$ cat src/rtl/spi_byte_engine_if.sv
// spi_byte_engine_if: signal bundle between the SPI transaction controller
// (plus the device-side MISO pin) and the bit-level byte engine.
interface spi_byte_engine_if;
  logic       start;
  logic       clk_enable;
  logic [7:0] spi_tx_data;
  logic       miso;
  logic       sclk;
  logic       mosi;
  logic [7:0] spi_rx_data;
  logic       spi_byte_begin;
  logic       spi_byte_done;
  logic [2:0] bit_count;
  logic       state_machine_active;

  // Controller side; it also carries the MISO pin coming back from the device.
  modport master (
    output start, clk_enable, spi_tx_data, miso,
    input  sclk, mosi, spi_rx_data, spi_byte_begin, spi_byte_done,
           bit_count, state_machine_active
  );

  // Engine side.
  modport slave (
    input  start, clk_enable, spi_tx_data, miso,
    output sclk, mosi, spi_rx_data, spi_byte_begin, spi_byte_done,
           bit_count, state_machine_active
  );
endinterface

$ cat src/rtl/spi_byte_engine.sv
// spi_byte_engine: SPI mode 0 (CPOL=0, CPHA=0), MSB-first single-byte shifter.
// SCLK half-period is CLK_DIV system clocks (1..255). Every output is a register.
// Optional build macro SPI_BYTE_ENGINE_LOOPBACK_EN: the receive path samples the
// engine's own MOSI instead of the MISO pin.
module spi_byte_engine #(
  parameter int CLK_DIV = 4
) (
  input  logic              clk,
  input  logic              rst,
  spi_byte_engine_if.slave  bus
);

  typedef enum logic [1:0] {
    IDLE       = 2'd0,
    SHIFT_LOW  = 2'd1,
    SHIFT_HIGH = 2'd2,
    DONE       = 2'd3
  } state_t;

  localparam logic [7:0] DIV_LAST = 8'(CLK_DIV - 1);

  state_t     r_state;
  logic [7:0] r_div;
  logic [7:0] r_tx_sh;
  logic [7:0] r_rx_sh;
  logic       r_sclk;
  logic       r_mosi;
  logic [7:0] r_rx_data;
  logic       r_begin;
  logic       r_done;
  logic [2:0] r_bit_cnt;
  logic       r_active;

  logic       w_div_last;
  logic       w_abort;
  logic       w_sample;

  assign w_div_last = (r_div == DIV_LAST);
  assign w_abort    = ((r_state == SHIFT_LOW) || (r_state == SHIFT_HIGH)) && !bus.clk_enable;

`ifdef SPI_BYTE_ENGINE_LOOPBACK_EN
  // MOSI holds the current bit through the whole low phase, so it is valid at the rising edge.
  assign w_sample = r_mosi;
`else
  assign w_sample = bus.miso;
`endif

  assign bus.sclk                 = r_sclk;
  assign bus.mosi                 = r_mosi;
  assign bus.spi_rx_data          = r_rx_data;
  assign bus.spi_byte_begin       = r_begin;
  assign bus.spi_byte_done        = r_done;
  assign bus.bit_count            = r_bit_cnt;
  assign bus.state_machine_active = r_active;

  // Byte FSM: divider, SCLK generation, TX/RX shifting and all registered outputs.
  always_ff @(posedge clk) begin
    if (rst) begin
      r_state   <= IDLE;
      r_div     <= 8'd0;
      r_tx_sh   <= 8'd0;
      r_rx_sh   <= 8'd0;
      r_sclk    <= 1'b0;
      r_mosi    <= 1'b0;
      r_rx_data <= 8'd0;
      r_begin   <= 1'b0;
      r_done    <= 1'b0;
      r_bit_cnt <= 3'd0;
      r_active  <= 1'b0;
    end else begin
      r_begin <= 1'b0;
      r_done  <= 1'b0;
      if (w_abort) begin
        // Gate dropped mid-byte: park the bus, keep the last good receive byte.
        r_state   <= IDLE;
        r_div     <= 8'd0;
        r_sclk    <= 1'b0;
        r_mosi    <= 1'b0;
        r_bit_cnt <= 3'd0;
        r_active  <= 1'b0;
      end else begin
        case (r_state)
          IDLE: begin
            if (bus.start && bus.clk_enable) begin
              r_state   <= SHIFT_LOW;
              r_tx_sh   <= bus.spi_tx_data;
              r_mosi    <= bus.spi_tx_data[7];
              r_div     <= 8'd0;
              r_sclk    <= 1'b0;
              r_bit_cnt <= 3'd0;
              r_begin   <= 1'b1;
              r_active  <= 1'b1;
            end
          end
          SHIFT_LOW: begin
            if (w_div_last) begin
              // Rising SCLK edge: sample on the same clock.
              r_div   <= 8'd0;
              r_sclk  <= 1'b1;
              r_rx_sh <= {r_rx_sh[6:0], w_sample};
              r_state <= SHIFT_HIGH;
            end else begin
              r_div <= r_div + 8'd1;
            end
          end
          SHIFT_HIGH: begin
            if (w_div_last) begin
              // Falling SCLK edge: advance the bit and present the next one.
              r_div     <= 8'd0;
              r_sclk    <= 1'b0;
              r_bit_cnt <= r_bit_cnt + 3'd1;
              r_tx_sh   <= {r_tx_sh[6:0], 1'b0};
              if (r_bit_cnt == 3'd7) begin
                r_state   <= DONE;
                r_mosi    <= 1'b0;
                r_done    <= 1'b1;
                r_rx_data <= r_rx_sh;
              end else begin
                r_state <= SHIFT_LOW;
                r_mosi  <= r_tx_sh[6];
              end
            end else begin
              r_div <= r_div + 8'd1;
            end
          end
          DONE: begin
            r_state  <= IDLE;
            r_active <= 1'b0;
          end
          default: r_state <= IDLE;
        endcase
      end
    end
  end

endmodule

$ cat src/flat_wrapper.sv
// flat-port wrapper written by rule: the top's interface ports become plain ports
module spi_byte_engine_flat 
#(
  parameter int CLK_DIV = 4
)
  (clk, rst, bus_start, bus_clk_enable, bus_spi_tx_data, bus_miso, bus_sclk, bus_mosi, bus_spi_rx_data, bus_spi_byte_begin, bus_spi_byte_done, bus_bit_count, bus_state_machine_active);
  spi_byte_engine_if bus_i ();
  input  logic clk;
  input  logic rst;
  input wire logic [$bits(bus_i.start)-1:0] bus_start;
  input wire logic [$bits(bus_i.clk_enable)-1:0] bus_clk_enable;
  input wire logic [$bits(bus_i.spi_tx_data)-1:0] bus_spi_tx_data;
  input wire logic [$bits(bus_i.miso)-1:0] bus_miso;
  output wire logic [$bits(bus_i.sclk)-1:0] bus_sclk;
  output wire logic [$bits(bus_i.mosi)-1:0] bus_mosi;
  output wire logic [$bits(bus_i.spi_rx_data)-1:0] bus_spi_rx_data;
  output wire logic [$bits(bus_i.spi_byte_begin)-1:0] bus_spi_byte_begin;
  output wire logic [$bits(bus_i.spi_byte_done)-1:0] bus_spi_byte_done;
  output wire logic [$bits(bus_i.bit_count)-1:0] bus_bit_count;
  output wire logic [$bits(bus_i.state_machine_active)-1:0] bus_state_machine_active;
  assign bus_i.start = bus_start;
  assign bus_i.clk_enable = bus_clk_enable;
  assign bus_i.spi_tx_data = bus_spi_tx_data;
  assign bus_i.miso = bus_miso;
  assign bus_sclk = bus_i.sclk;
  assign bus_mosi = bus_i.mosi;
  assign bus_spi_rx_data = bus_i.spi_rx_data;
  assign bus_spi_byte_begin = bus_i.spi_byte_begin;
  assign bus_spi_byte_done = bus_i.spi_byte_done;
  assign bus_bit_count = bus_i.bit_count;
  assign bus_state_machine_active = bus_i.state_machine_active;
  spi_byte_engine #(.CLK_DIV(CLK_DIV)) u_core (.clk(clk), .rst(rst), .bus(bus_i));
endmodule
$ cat config.mk
export PLATFORM = sky130hd
export DESIGN_NAME = spi_byte_engine_flat
export DESIGN_NICKNAME = d
export VERILOG_FILES = /design/src/rtl/spi_byte_engine_if.sv /design/src/rtl/spi_byte_engine.sv /design/src/flat_wrapper.sv
export SDC_FILE = /design/constraint.sdc
export NUM_CORES = 1
export LEC_CHECK = 0
export BUFFER_PORTS_ARGS = -buffer_cell sky130_fd_sc_hd__buf_2
export CORE_MARGIN = 1
export CORE_UTILIZATION = 50
export DETAILED_ROUTE_END_ITERATION = 8
export PLACE_DENSITY = 0.79
export SLEW_MARGIN = 5
export SYNTH_ARGS = -nofsm -noshare
export SYNTH_HDL_FRONTEND = slang
export SYNTH_SLANG_ARGS = --single-unit
export TNS_END_PERCENT = 50
$ cat constraint.sdc
create_clock -name clk -period 2.25 [get_ports clk]
set_clock_uncertainty 0.15 [all_clocks]
set_input_delay 0 -clock clk [delete_from_list [all_inputs] [get_ports clk]]
set_output_delay 0 -clock clk [all_outputs]
set_load 0.01 [all_outputs]
After elaboration in Yosys (flattened, before gate mapping) --
Index checks and enable logic that the tools add are counted.
Operators by class: add/subtract/negate cells 2, multipliers 0, div/mod/pow operators 0, $lt $le $gt $ge 0, eq/ne operators 8, shift-type cells 0, mux-type cells 26, bitwise operators 4, reductions and logical operators 21
Operators with widths (count):
- $mux 8 | 2
- $pmux 8 s2 | 1
- $mux 7 | 2
- $pmux 7 s2 | 1
- $reduce_and 4->1 | 3
- $mux 1 | 9
- $reduce_and 3->1 | 3
- $add 8x1->8 const B | 1
- $eq 8x2->1 const B | 1
- $mux 2 | 4
- $pmux 2 s4 | 1
- $mux 3 | 2
- $ne 2x1->1 const B | 3
- $pmux 3 s2 | 1
- $reduce_bool 2->1 | 3
- $eq 2x2->1 const B | 2
- $not 1->1 | 4
- $pmux 1 s2 | 2
- $reduce_and 2->1 | 2
- $reduce_or 2->1 | 2
- $reduce_or 4->1 | 1
- $add 3x1->3 const B | 1
- $eq 3x3->1 const B | 1
- $pmux 1 s3 | 1
- 7 further kinds | 8
Word-level totals: flip-flop bits (word level) 41, latch bits 0, memory bits (writable) 0, bits in read-only memories 0, bits of input ports 13, output and inout port bits 16, logic and storage cells 72, memories 0

Longest topological paths before layout --
Gate-level depths: netlist of the first run.
depth after elaboration 5, gate-level depth with buffers 8, gate-level depth less buffers 6

Worst setup path after synthesis of the first run --
Ideal clock, no wire load.
path type register -> register, from register u_core.r_state[0], to register u_core.r_tx_sh[0], library setup time 70 ps, arrival time 1867 ps, data required time 2030 ps, path slack 163 ps, cell stages (with the launch flop) 8, buffers on the path 1, path through dfxtp_1 inv_1 ha_1 a21bo_2 buf_2 o21ai_0 or4b_2 a21oi_1
Between the ends: word-level cells in the longest chain between the ends 5
RTL lines:
- start, declared | RTL line spi_byte_engine.sv:22 | state_t r_state;
- start signal, assigned | RTL line spi_byte_engine.sv:59 | r_state <= IDLE;
- start signal, assigned | RTL line spi_byte_engine.sv:75 | r_state <= IDLE;
- start signal, assigned | RTL line spi_byte_engine.sv:85 | r_state <= SHIFT_LOW;
- $eq 2x1->1 or $eq 2x2->1 (tied branches) | RTL line spi_byte_engine.sv:39, spi_byte_engine.sv:82
- $logic_or 1x1->1 | RTL line spi_byte_engine.sv:39 | assign w_abort = ((r_state == SHIFT_LOW) || (r_state == SHIFT_HIGH)) && !bus.clk_enable;
- $logic_and 1x1->1 | RTL line spi_byte_engine.sv:39
- $not 1->1 (no line)
- $reduce_and 4->1 (no line)
- end signal, assigned | RTL line spi_byte_engine.sv:86 | r_tx_sh <= bus.spi_tx_data;
- end signal, assigned | RTL line spi_byte_engine.sv:112 | r_tx_sh <= {r_tx_sh[6:0], 1'b0};
- end, declared | RTL line spi_byte_engine.sv:24 | logic [7:0] r_tx_sh;
Several ways; a longest one is shown, not always the timed one. A chain may end at the register's enable or synchronous reset.

Worst setup path in the final report of the first run --
Ends and elaborated chain as after synthesis.

==> results of run 1 <==
==> routing by layer <==
| layer | vias to the layer above | share of wire | track usage |
|---|---|---|---|
| met2 | 46 | 0.46 | 0.327 |
| met3 | 9 | 0.048 | 0.0435 |
| met1 | 742 | 0.47 | 0.281 |
| met5 | - | 0 | 0 |
| met4 | 0 | 0.017 | 0.0881 |
| li1 | 811 | - | - |
==> power by group through the flow <==
| stage | clock [W] | sequential (W) | combinational, W |
|---|---|---|---|
| after floorplan | 0 | 0.000848 | 0.000470 |
| after global placement | 0 | 0.000849 | 0.000631 |
| after detailed placement | 0 | 0.000851 | 0.000645 |
| after CTS | 0.000510 | 0.000835 | 0.000667 |
| after global routing | 0.000535 | 0.000843 | 0.000760 |
| final | 0.000505 | 0.000836 | 0.000688 |
==> state kept, by name (all words and copies together), names as in the netlist <==
register / count
u_core.r_state: 2
u_core.bus.spi_rx_data: 8
u_core.bus.sclk: 1
u_core.bus.state_machine_active: 1
u_core.bus.mosi: 1
u_core.bus.spi_byte_begin: 1
u_core.r_tx_sh: 7
u_core.r_rx_sh: 8
u_core.bus.spi_byte_done: 1
u_core.bus.bit_count: 3
u_core.r_div: 8
==> repair_timing <==
action | 4_1_cts | 5_1_grt
hold buffers | 12 | 0
hold endpoints to repair | 25 | 0
resized for setup | 0 | 2
setup buffers | 0 | 0
setup endpoints to repair | 0 | 5
==> area by class of cell <==
class                   instances  area share
clock buffers                   5      0.0291
clock inverters                 3      0.0106
inverters                       4     0.00635
multi-input cells             144       0.433
flip-flops and latches         41       0.347
well taps                      48      0.0254
repair buffers                 52       0.148
==> worst max-delay path: stages (launching register included) <==
cell,delay [ns]
dfxtp_1,0.43
inv_1,0.11
ha_1,0.26
a21bo_4,0.25
o21ai_0,0.11
or4b_2,0.61
a21oi_1,0.15
==> cells in the final DEF, fill, tap and decap left out, types with 2 or more instances in the layout <==
cell | synthesis | layout
dlygate4sd3_1 | 0 | 12
dfxtp_1 | 41 | 41
nand2_1 | 5 | 4
clkbuf_8 | 0 | 5
ha_1 | 8 | 8
buf_2 | 2 | 28
nor3_1 | 3 | 3
a21oi_1 | 15 | 15
mux2i_1 | 23 | 23
nand4_1 | 2 | 2
inv_6 | 0 | 2
inv_1 | 4 | 4
o2111ai_1 | 3 | 3
a22o_1 | 2 | 2
or3_2 | 4 | 4
nor2b_1 | 3 | 3
and3_1 | 2 | 2
xor2_1 | 5 | 5
nor2_1 | 27 | 27
buf_4 | 0 | 12
nand3_1 | 3 | 3
or3_1 | 2 | 2
o21ai_0 | 12 | 12
nand2b_1 | 2 | 2
==> logic make-up after synthesis <==
group	synth area share
AO/OA/AOI/OAI	0.137
XOR/XNOR	0.0230
flip-flops	0.431
adder cells (fa/ha/maj)	0.0526
AND/OR/NAND/NOR	0.194
multiplexers	0.127
buffers and inverters	0.0348
==> path summary, 6_finish.rpt <==
| path | from | end | slack, ns | cells after the start |
|---|---|---|---|---|
| worst min-delay path | bus_spi_tx_data[7] | u_core.bus.mosi | 0.02 | 5 |
| worst max register to register | u_core.r_state[0] | u_core.r_tx_sh[0] | 0.11 | 6 |
| worst max-delay path | u_core.r_state[0] | u_core.r_tx_sh[0] | 0.11 | 6 |
| worst min register to register | u_core.bus.state_machine_active | u_core.bus.state_machine_active | 0.31 | 2 |
==> metrics by stage <==
stage / power, W / utilization / setup slack (ns) / cells / hold WS, ns
after CTS: 0.00201 / 0.644 / 0.0617 / 297 / 0.0317
after global routing: 0.00214 / 0.646 / 0.0491 / 297 / 0.0536
after floorplan: 0.00132 / - / 0.163 / 200 / -0.00606
after global placement: 0.00148 / 0.585 / 0.171 / 277 / 0.0845
after detailed placement: 0.00150 / 0.585 / 0.0811 / 277 / 0.0921
final: 0.00203 / 0.646 / 0.109 / 297 / 0.0215
==> results.cfg, run 1 <==
[run_status]
status = finished clean

[clock_tree]
tritoncts = done
clockBufferDepth = 2
clock_sinks = 41
cts_buffers = 5
htree_levels = 2
clk_latency_ns = 0.30
cts-root-buf = clkbuf_8
clkSlewWorstSetupHoldPaths_ns = 0.08

[timing]
slew-limit-headroom = 0.682
fin_crit_sh = 0.951
setup_tns_ns = 0
fmax_mhz = 467
drv_slew = 0
rsz0062_at_grt = false
hold_violations = 0
setup_viol = 0
min_period_ns = 2.14
tightestPinTransition_ns = 0.477

[floorplan]
rows = 22
die-area_mm2 = 0.00406
start_util = 0.520
io_pins = 29
design.core.area_mm2 = 0.00366
die_x_um = 63.7
fp.dieH_um = 63.7

[global_routing]
antenna_found_initial = 0
grt_max_degree = 28
grt_pass1_wl_um = 6690
grt_pass1_vias = 1509
overflow = 0
grt_usage = 0.211

[worst_setup_path]
critPathRequiredTime_ns = 2.33
cp_max_fo = 9
path_class = reg2reg
start_kind = register
critical_path_arrival_ns = 2.22
end_kind = register

[yosys]
synth_top_area_share = 0.431
avgSynthCellArea_um2 = 9.52
synth_common_cells = 41 x dfxtp_1, 27 x nor2_1, 23 x mux2i_1
yosysWarnings = 0
netlist_instances = 200
seq_area_frac_synth = 0.431
ys_ff_latch = 41
synth_fp_nets = 221
synth_ff_type = dfxtp_1
synth_cell_type_count = 45
yosysTopAreaCell = dfxtp_1
synth.most_common_cell = dfxtp_1
syn-cell-area_mm2 = 0.00190
synth_enable_flop_cells = 0
synth.area.top_cells = dfxtp_1 43%, mux2i_1 12%, nor2_1 5.3%
async_reset_ff_frac = 0

[cells_and_area]
num-nets-final = 269
drive_gt1_frac = 0.261
syn2layout_area_growth_pct = 24.3
num_antenna_cells = 0
seq_area_um2 = 821
stdcell_area_mm2 = 0.00236
n_fill_cell = 293
multi_input_area_mm2 = 0.00102

[route]
drc = 0
ant_nets = 0
wl_per_cell_um = 13.1
routed_wl_um = 3900
first_pass_iters = 4
drt_iter0_drc = 47
routed_via_density = 5.41
vias = 1608

[power]
p_comb_frac = 0.339
p_int_w = 0.00133
netSwitchingFraction = 0.345
p_leak_nw = 1.08
powerDensity_mw_per_mm2 = 858
power.switching_w = 0.000700
ir_worst_vdd_mv = 0.507
p_clk_frac = 0.249
seqPwrFrac = 0.412

[min_path]
min_path_type = in2reg

[placement]
place_area_mm2 = 0.00214
hpwlAfterDp_um = 2730
port_buffers = 28
place_congestion = 0.882

[flow_run]
drv_cap = 0
(Power assumes the default switching activity.)
==> inputs of run 2 (changes only) <==
CORE_UTILIZATION = 55   (was 50)
PLACE_DENSITY = 0.78   (was 0.79)
RECOVER_POWER = 100   (was default)
clock period = 2.2 ns   (was 2.25 ns; I/O delays follow)
==> results.cfg, run 2 (synthesis gave the netlist of run 1 again) <==
[worst_setup_path]
cp_slowest_cell = or3b_2
path_class = reg2reg
cp_max_fo = 8
crit_family = compound AO/OA/AOI/OAI gates
crit_buf_inv = 1
cp_cell_sequence = inv_1, ha_2, a21boi_0, a211oi_2, or3b_2, a31oi_1
cp_slowest_stage_delay_ns = 0.48
critPathRequiredTime_ns = 2.35
start_kind = register
end_kind = register
critical_path_arrival_ns = 2.24

[global_routing]
grt_pass1_wl_um = 6760
overflow = 0
antenna_found_initial = 0
grt_pass1_vias = 1576
grt_max_degree = 28
grt_usage = 0.250

[route]
first_pass_iters = 4
vias = 1648
wl_per_cell_um = 15.0
ant_nets = 0
routed_via_density = 5.68
drc = 0
routed_wl_um = 4350
drt_iter0_drc = 113

[timing]
drv_slew = 0
fin_crit_sh = 0.951
fmax_mhz = 478
min_period_ns = 2.09
setup_viol = 0
fin_ws_ns = 0.107
rsz0062_at_grt = false
hold_violations = 0
tightestPinTransition_ns = 0.474
setup_tns_ns = 0
slew-limit-headroom = 0.681

[clock_tree]
clockBufferDepth = 2
cts_buffers = 5
htree_levels = 2
clk_latency_ns = 0.36
post_cts_buffers = 0
cts-root-buf = clkbuf_4
tritoncts = done
clock_sinks = 41
clkSlewWorstSetupHoldPaths_ns = 0.12

[cells_and_area]
final_cell_mix = 40 x dfxtp_1, 27 x nor2_1, 23 x mux2i_1
n_fill_cell = 247
stdcell_count = 290
num_antenna_cells = 0
num-nets-final = 266
stdcell_area_mm2 = 0.00234
syn2layout_area_growth_pct = 23.1
drive_gt1_frac = 0.199
final_common_cell = dfxtp_1

[power]
powerDensity_mw_per_mm2 = 893
ir_worst_vdd_mv = 0.512
power.total_w = 0.00209
p_leak_nw = 0.989

[floorplan]
die_x_um = 60.8
rows = 20
design.core.area_mm2 = 0.00318
io_pins = 29
die-area_mm2 = 0.00370
start_util = 0.599
fp.dieH_um = 60.8

[flow_run]
drv_cap = 0

[placement]
place_area_mm2 = 0.00211
place_congestion = 0.850
hpwlAfterDp_um = 2860
post-place-ws_ns = 0.0382
port_buffers = 28
dp.cells = 269

[min_path]
min_path_type = in2reg

[run_status]
status = finished clean
[run 2: changes by cell type in the layout (fill, tap and decap cells not counted), sizes merged]
cell | before | now
dlygate4sd3 | 12 | 13
inv | 6 | 4
clkbuf | 5 | 23
buf | 40 | 19
bufinv | 0 | 1
[run 2: worst register-to-register path, cell delays in order, from the launching register on]
cell      delay [ns]
dfxtp_1         0.40
inv_1           0.11
ha_2            0.23
a21boi_0        0.19
a211oi_2        0.32
or3b_2          0.48
a31oi_1         0.16
[run 2: final timing paths]
path | slack [ns] | depth (start not counted) | startpoint | to
hold reg to reg | 0.34 | 2 | u_core.bus.state_machine_active | u_core.bus.state_machine_active
setup / recovery | 0.11 | 6 | u_core.r_state[1] | u_core.r_div[7]
setup reg to reg | 0.11 | 6 | u_core.r_state[1] | u_core.r_div[7]
hold / removal | 0.26 | 4 | bus_miso | u_core.r_rx_sh[0]
[run 2: layer usage]
| metal | track usage | routed length (µm) |
|---|---|---|
| met1 | 0.289 | 1830 |
| met2 | 0.440 | 2210 |
| met3 | 0.0725 | 245 |
| met4 | 0.0909 | 53 |
| met5 | 0 | 0 |
[run 2: final cells by class]
class / count / area (µm²) / area share
Tap cell: 44 / 55.1 / 0.0235
Multi-Input combinational cell: 144 / 1050 / 0.450
Sequential cell: 41 / 822 / 0.351
Clock inverter: 2 / 37.5 / 0.0160
Inverter: 4 / 15.0 / 0.00641
Timing Repair Buffer: 49 / 307 / 0.131
Clock buffer: 6 / 51.3 / 0.0219
[run 2: per-stage QoR]
| stage | util | hold WS [ns] |
|---|---|---|
| after CTS | 0.733 | 0.244 |
| final | 0.737 | 0.260 |
| after detailed placement | 0.663 | 0.0944 |
| after floorplan | - | -0.00606 |
| after global placement | 0.663 | 0.0825 |
| after global routing | 0.737 | 0.293 |
[run 2: what timing repair did]
| item | CTS | global route |
|---|---|---|
| resized for setup | 1 | 8 |
| endpoints found under the hold margin | 27 | 0 |
| hold buffers | 13 | 0 |
| setup endpoints to repair | 1 | 17 |
| gates cloned | 0 | 0 |
| pin swaps | 0 | 0 |
[run 2: report_power, final]
| group | total, W | leakage, nW | internal (W) | switching (W) |
|---|---|---|---|---|
| Clock | 0.000528 | 0.0445 | 0.000270 | 0.000258 |
| Sequential | 0.000862 | 0.332 | 0.000813 | 0.0000488 |
| Combinational | 0.000703 | 0.612 | 0.000292 | 0.000411 |
